`src/rtl/csr_serializer.sv`:
```
// rtl/csr_serializer.sv - holds one CSR read until ROB head, then reads the counter CSR block and writes back
// Optional macro CSR_ILLEGAL_EN adds wb_illegal for addresses outside the supported counter set.
module csr_serializer #(
  parameter int ROB_TAG_W = 5,
  parameter int PRD_W     = 6
) (
  input  logic                 clk,
  input  logic                 rst,
  input  logic                 disp_valid,
  output logic                 disp_ready,
  input  logic [11:0]          disp_csr_addr,
  input  logic [ROB_TAG_W-1:0] disp_rob_tag,
  input  logic [PRD_W-1:0]     disp_prd,
  input  logic                 rob_head_valid,
  input  logic [ROB_TAG_W-1:0] rob_head_tag,
  input  logic                 flush,
  output logic [11:0]          csr_imm,
  input  logic [31:0]          csr_rdata,
  output logic                 wb_valid,
  input  logic                 wb_ready,
  output logic [31:0]          wb_data,
  output logic [PRD_W-1:0]     wb_prd,
  output logic [ROB_TAG_W-1:0] wb_rob_tag
`ifdef CSR_ILLEGAL_EN
  ,
  output logic                 wb_illegal
`endif
);

  typedef enum logic [1:0] {IDLE, WAIT_HEAD, READ, WB} state_t;

  state_t                 state;
  logic [11:0]            held_addr;
  logic [ROB_TAG_W-1:0]   held_tag;
  logic [PRD_W-1:0]       held_prd;
  logic [31:0]            data_q;
  logic                   valid_q;

`ifdef CSR_ILLEGAL_EN
  logic addr_legal;
  logic illegal_q;

  always_comb begin
    addr_legal = (held_addr == 12'hC00) || (held_addr == 12'hC80) ||
                 (held_addr == 12'hC02) || (held_addr == 12'hC82);
  end
`endif

  always_ff @(posedge clk) begin
    if (rst) begin
      state     <= IDLE;
      held_addr <= '0;
      held_tag  <= '0;
      held_prd  <= '0;
      data_q    <= '0;
      valid_q   <= 1'b0;
`ifdef CSR_ILLEGAL_EN
      illegal_q <= 1'b0;
`endif
    end else if (flush) begin
      // The held op is dropped; stale fields are harmless since wb_valid is low.
      state   <= IDLE;
      valid_q <= 1'b0;
    end else begin
      case (state)
        IDLE: begin
          if (disp_valid) begin
            held_addr <= disp_csr_addr;
            held_tag  <= disp_rob_tag;
            held_prd  <= disp_prd;
            state     <= WAIT_HEAD;
          end
        end
        WAIT_HEAD: begin
          if (rob_head_valid && (rob_head_tag == held_tag))
            state <= READ;
        end
        READ: begin
`ifdef CSR_ILLEGAL_EN
          data_q    <= addr_legal ? csr_rdata : 32'h0;
          illegal_q <= !addr_legal;
`else
          data_q    <= csr_rdata;
`endif
          valid_q   <= 1'b1;
          state     <= WB;
        end
        WB: begin
          if (wb_ready) begin
            valid_q <= 1'b0;
            state   <= IDLE;
          end
        end
        default: state <= IDLE;
      endcase
    end
  end

  // Flush masks both handshakes in the same cycle it is raised.
  assign disp_ready = (state == IDLE) && !flush;
  assign wb_valid   = valid_q && !flush;
  assign csr_imm    = (state == READ) ? held_addr : 12'h000;
  assign wb_data    = data_q;
  assign wb_prd     = held_prd;
  assign wb_rob_tag = held_tag;
`ifdef CSR_ILLEGAL_EN
  assign wb_illegal = illegal_q;
`endif

endmodule
```
`config.mk`:
```
export PLATFORM = sky130hd
export DESIGN_NAME = csr_serializer
export DESIGN_NICKNAME = d
export VERILOG_FILES = /design/src/rtl/csr_serializer.sv
export SDC_FILE = /design/constraint.sdc
export NUM_CORES = 1
export LEC_CHECK = 0
export ABC_CLOCK_PERIOD_IN_PS = 4900
export CORE_MARGIN = 1.5
export CORE_UTILIZATION = 42
export DETAILED_ROUTE_END_ITERATION = 7
export GPL_TIMING_DRIVEN = 0
export PLACE_DENSITY = 0.94
export SYNTH_ARGS = -nofsm -noshare
export SYNTH_HDL_FRONTEND = slang
export SYNTH_SLANG_ARGS = --single-unit
```
`constraint.sdc`:
```
create_clock -name clk -period 4.9 [get_ports clk]
set_input_delay 0.735 -clock clk [delete_from_list [all_inputs] [get_ports clk]]
set_output_delay 0.735 -clock clk [all_outputs]
set_load 0.1 [all_outputs]
```
## Yosys cells after proc, flatten, opt, wreduce, memory -nomap -nowiden

Cells that the tools add are included.

| storage, ports and cells | value |
|---|---|
| output and inout port bits | 57 |
| input bits | 66 |
| register bits after elaboration | 58 |
| logic and storage cells | 32 |

| operators by class | value |
|---|---|
| bitwise logic cells | 1 |
| mux-type cells | 7 |
| equal/unequal tests | 7 |
| reductions and logical operators | 11 |

Operators by type and width:

| operator | number |
|---|---|
| two-way mux 12 bit | 1 |
| one-hot mux 2 bit (4 select lines) | 1 |
| two-way mux 2 bit | 3 |
| != test 2 bit (second input constant) | 3 |
| AND reduction 3 bit | 2 |
| == test 5 bit | 1 |
| == test 2 bit (second input constant) | 2 |
| AND reduction 2 bit | 2 |
| logical AND 1 bit | 3 |
| == test 2 x 1 -> 1 bit (second input constant) | 1 |
| logical NOT 2 bit | 1 |
| one-hot mux 1 bit (2 select lines) | 1 |
| nonzero test 2 bit | 1 |
| OR reduction 2 bit | 1 |
| logical NOT 1 bit | 1 |
| two-way mux 1 bit | 1 |
| NOT 1 bit | 1 |

## Longest topological paths before layout

| logic depth | value |
|---|---|
| depth after elaboration | 4 |
| gate-level depth with buffers | 8 |
| mapped depth without buffers | 6 |

## Least setup slack after synthesis

OpenSTA, ideal clock, no wires.

| path | value |
|---|---|
| kind | input to register |
| from | input flush |
| to | register held_tag[4], in the netlist wb_rob_tag[4] |
| setup time | 0.132 ns |
| data arrival time | 2.857 ns |
| path slack | 1.911 ns |
| buffers on the path | 1 |
| stages on the path | 5 |
| required time | 4.768 ns |
| cell sequence | nor2b_1 nand2_1 buf_1 nand2_1 a21oi_1 |

| between the ends | value |
|---|---|
| longest elaborated chain between the ends | 2 |

Ends and longest elaborated chain:

| item | line | source |
|---|---|---|
| start, declared | 16 | `input logic flush,` |
| NOT 1 bit (no source line) | - |  |
| AND reduction 3 bit (no source line) | - |  |
| end signal, assigned | 69 | `held_tag <= disp_rob_tag;` |
| end, declared | 34 | `logic [ROB_TAG_W-1:0] held_tag;` |

Every way passes these cells.
A chain may end at the register's enable or synchronous reset.

## Final worst setup path

| path | value |
|---|---|
| from | register state[0] |
| to | output csr_imm[4] |

| between the ends | value |
|---|---|
| longest elaborated chain between the ends | 2 |

Ends and longest elaborated chain:

| item | line | source |
|---|---|---|
| start, declared | 32 | `state_t state;` |
| start signal, assigned | 51 | `state <= IDLE;` |
| start signal, assigned | 62 | `state <= IDLE;` |
| start signal, assigned | 71 | `state <= WAIT_HEAD;` |
| == test 2 bit | 102 | `assign csr_imm = (state == READ) ? held_addr : 12'h000;` |
| two-way mux 12 bit | 102 |  |
| end, declared | 17 | `output logic [11:0] csr_imm,` |

Every way passes these cells.

==> flow_summary_export.csv <==
group,metric,value,unit
route,wire_per_inst,12.8,um
clock_network,postCtsSetupRepairBufs,0,
status,outcome,"completed",
global_routing,antenna_found_initial,0,
critical_path,crit_arrival,2690,ps
timing,fin_crit,3430,ps
critical_path,path_buf_inv,3,
power,cellPowerDensity,293,mW/mm^2
timing,slew-limit-headroom,32.5,%
critical_path,criticalPathCategory,"reg -> out",
clock_network,numCtsBuffers,9,
timing,finalCritPeriodShare,69.9,%
clock_network,htreeDepth,3,
die,io_pins,123,
cells_and_area,final_layout_size_suffix_gt1_share,6.48,%
timing,setup_ws,1470,ps
cells_and_area,final_core_util,73.3,%
synthesis,synth_area,0.00230,sq mm
power,p_sw_share,26.7,%
synthesis,ys_warn_count,0,
route,vias,2395,
clock_network,tritoncts,"built",
clock_network,ctsHoldBuffers,0,
clock_network,clk_latency,330,ps
synthesis,synth-seq-cells,58,
placement,place_hpwl,4860,um
placement,place_area,0.00361,sq mm
power,p_int,0.820,mW
timing,finalSetupTns,0,ps
clock_network,clockBufferDepth,2,
synthesis,syn_nets,364,
route,wl,6450,um
placement,io_buffers,122,
clock_network,clkSinkCount,58,
cells_and_area,nFillCells,414,
die,start_util,44.2,%
route,avgViaCountPerCell,4.77,
worst_hold_path,holdCritPathClass,"reg -> reg",
die,core_area,0.00520,sq mm
power,comb_power_share,16.0,%
global_routing,grt.total_usage,22.4,%
placement,gp_congestion,0.800,
critical_path,crit_family,"buffers and inverters",
synthesis,ys_seq_area_share,50.4,%
power,p_leak,1.36,nW
cells_and_area,final_cell_mix,"122 x clkdlybuf4s50_1, 112 x nand2_1, 58 x dfxtp_1, 56 x a21oi_1, 13 x and2_1",
die,die_h,77.0,um
cells_and_area,antennaDiodeCount,0,
route,drt-pass1-iter-count,4,
placement,pre_cts_slack,1510,ps
synthesis,synth_area_per_cell,7.83,sq um
critical_path,slowest_stage,"clkdlybuf4s50_1",
clock_network,clkTransAtPathRegs,60,ps
timing,finalSetupViolations,0,
route,ant_nets,0,
die,placementRows,26,
clock_network,ctsRootBufferMaster,"clkbuf_8",
critical_path,critPathLaunchType,"flop",
critical_path,cpPeakStageDelay,1140,ps
timing,tightest_slew,1010,ps
cells_and_area,stdcell_area,0.00381,sq mm
timing,drv_slew,0,
critical_path,path_cells,"inv_1 -> ha_1 -> clkbuf_1 -> and2_1 -> clkdlybuf4s50_1",
cells_and_area,final_nets,497,
cells_and_area,syn2layout_area_growth,65.7,%
route,drcViolationCount,0,
power,pwr-share-clk,40.2,%
synthesis,synthCells,294,
cells_and_area,layout_commonest_cell,"clkdlybuf4s50_1",
power,seqPwrFrac,43.9,%
route,drt_iter0_drc,73,
power,vdd_drop_max,0.245,mV
power,power.switching,0.299,mW
critical_path,required,4160,ps
timing,rsz0062_at_grt,"no",
power,finalPower,1.12,mW
timing,fmax,292,MHz
critical_path,end_kind,"output port",
flow_run,maxCapViolations,0,
global_routing,grt_pass1_vias,2343,
synthesis,synthDistinctLibCells,27,
die,die_area,0.00593,sq mm
die,die_w,77.0,um
global_routing,grt_max_degree,11,
global_routing,grt_pass1_wl,10600,um
clock_network,cts_resized,0,
global_routing,gr-total-overflow,0,
timing,hold_viol,0,
critical_path,path_max_fanout,10,
timing,fin_worst_skew,5.25,ps
## logic make-up after synthesis
family | after synthesis | synth area share [%]
and+or+nand+nor | 145 | 27.6
xor gates and xnor gates | 5 | 1.90
buffers and inverters | 21 | 3.86
adders and majority gates | 4 | 2.17
DFF | 58 | 50.4
AOI/OAI and AO/OA | 61 | 14.0
## worst min-delay path, delay by kind of cell, from the launching register on
| family | cells | cell delay (ps) |
|---|---|---|
| AO/OA/AOI/OAI | 1 | 50 |
| flip-flops | 1 | 310 |
| AND/OR/NAND/NOR | 1 | 50 |
## metrics by stage
stage,hold WS (ps),std cells
floorplan,432,294
global placement,437,486
detailed placement,445,486
CTS,453,502
global route,469,502
finish,452,502
## final cells by class
class / count / area, sq um / share of cell area [%]
plain buffers: 19 / 81.3 / 2.13
clock buffers: 11 / 151 / 3.97
clock inverters: 5 / 52.6 / 1.38
inverters: 2 / 7.51 / 0.197
multi-input cells: 215 / 1050 / 27.6
flip-flops and latches: 58 / 1160 / 30.4
well taps: 70 / 87.6 / 2.30
repair buffers: 122 / 1220 / 32.0
## flip-flops by register name, indices dropped and copies added (netlist names)
| signal | cells |
|---|---|
| wb_data | 32 |
| wb_rob_tag | 5 |
| valid_q | 1 |
| held_addr | 12 |
| state | 2 |
| wb_prd | 6 |
## power groups by stage
stage / combinational (mW) / clock, mW / sequential [mW]
floorplan: 0.0522 / 0 / 0.547
global placement: 0.175 / 0 / 0.501
detailed placement: 0.179 / 0 / 0.502
CTS: 0.179 / 0.454 / 0.491
global route: 0.190 / 0.477 / 0.492
finish: 0.179 / 0.450 / 0.491
## path summary, 6_finish.rpt
check	from	to	slack, ps	cells past startpoint
max	state[0]$_SDFFE_PP0P_	csr_imm[4]	1470	5
min	held_addr[2]$_SDFFE_PP0P_	held_addr[2]$_SDFFE_PP0P_	450	2
max reg2reg	state[0]$_SDFFE_PP0P_	state[1]$_SDFFE_PP0P_	3150	6
min reg2reg	held_addr[2]$_SDFFE_PP0P_	held_addr[2]$_SDFFE_PP0P_	450	2
## cells in the mapped netlist (all sizes together)
cell type  number  area share (%)
or2             1            0.27
buf            10             2.1
inv             2            0.33
or3b            1            0.38
or4b            1            0.60
nand2         112              18
xor2            5             1.9
nor3            2            0.43
and2           13             3.5
nor3b           1            0.33
or4             1            0.49
nor2b           6             1.8
nor4            2            0.54
o41ai           1            0.38
clkbuf          9             1.5
nand2b          1            0.27
dfxtp          58              50
a311oi          1            0.38
o21bai          1            0.49
nor2            4            0.65
a31oi           1            0.27
ha              4             2.2
a21oi          56              12
a211oi          1            0.33
## routing by layer
layer  up-vias  GRT usage (%)  wire length, um
li1       1219              -                -
met5         -              0                0
met3        15           5.83              463
met4         0           10.0              131
met1      1076           24.7             2640
met2        85           40.3             3210
No activity file was read; power rests on OpenSTA's default activity.
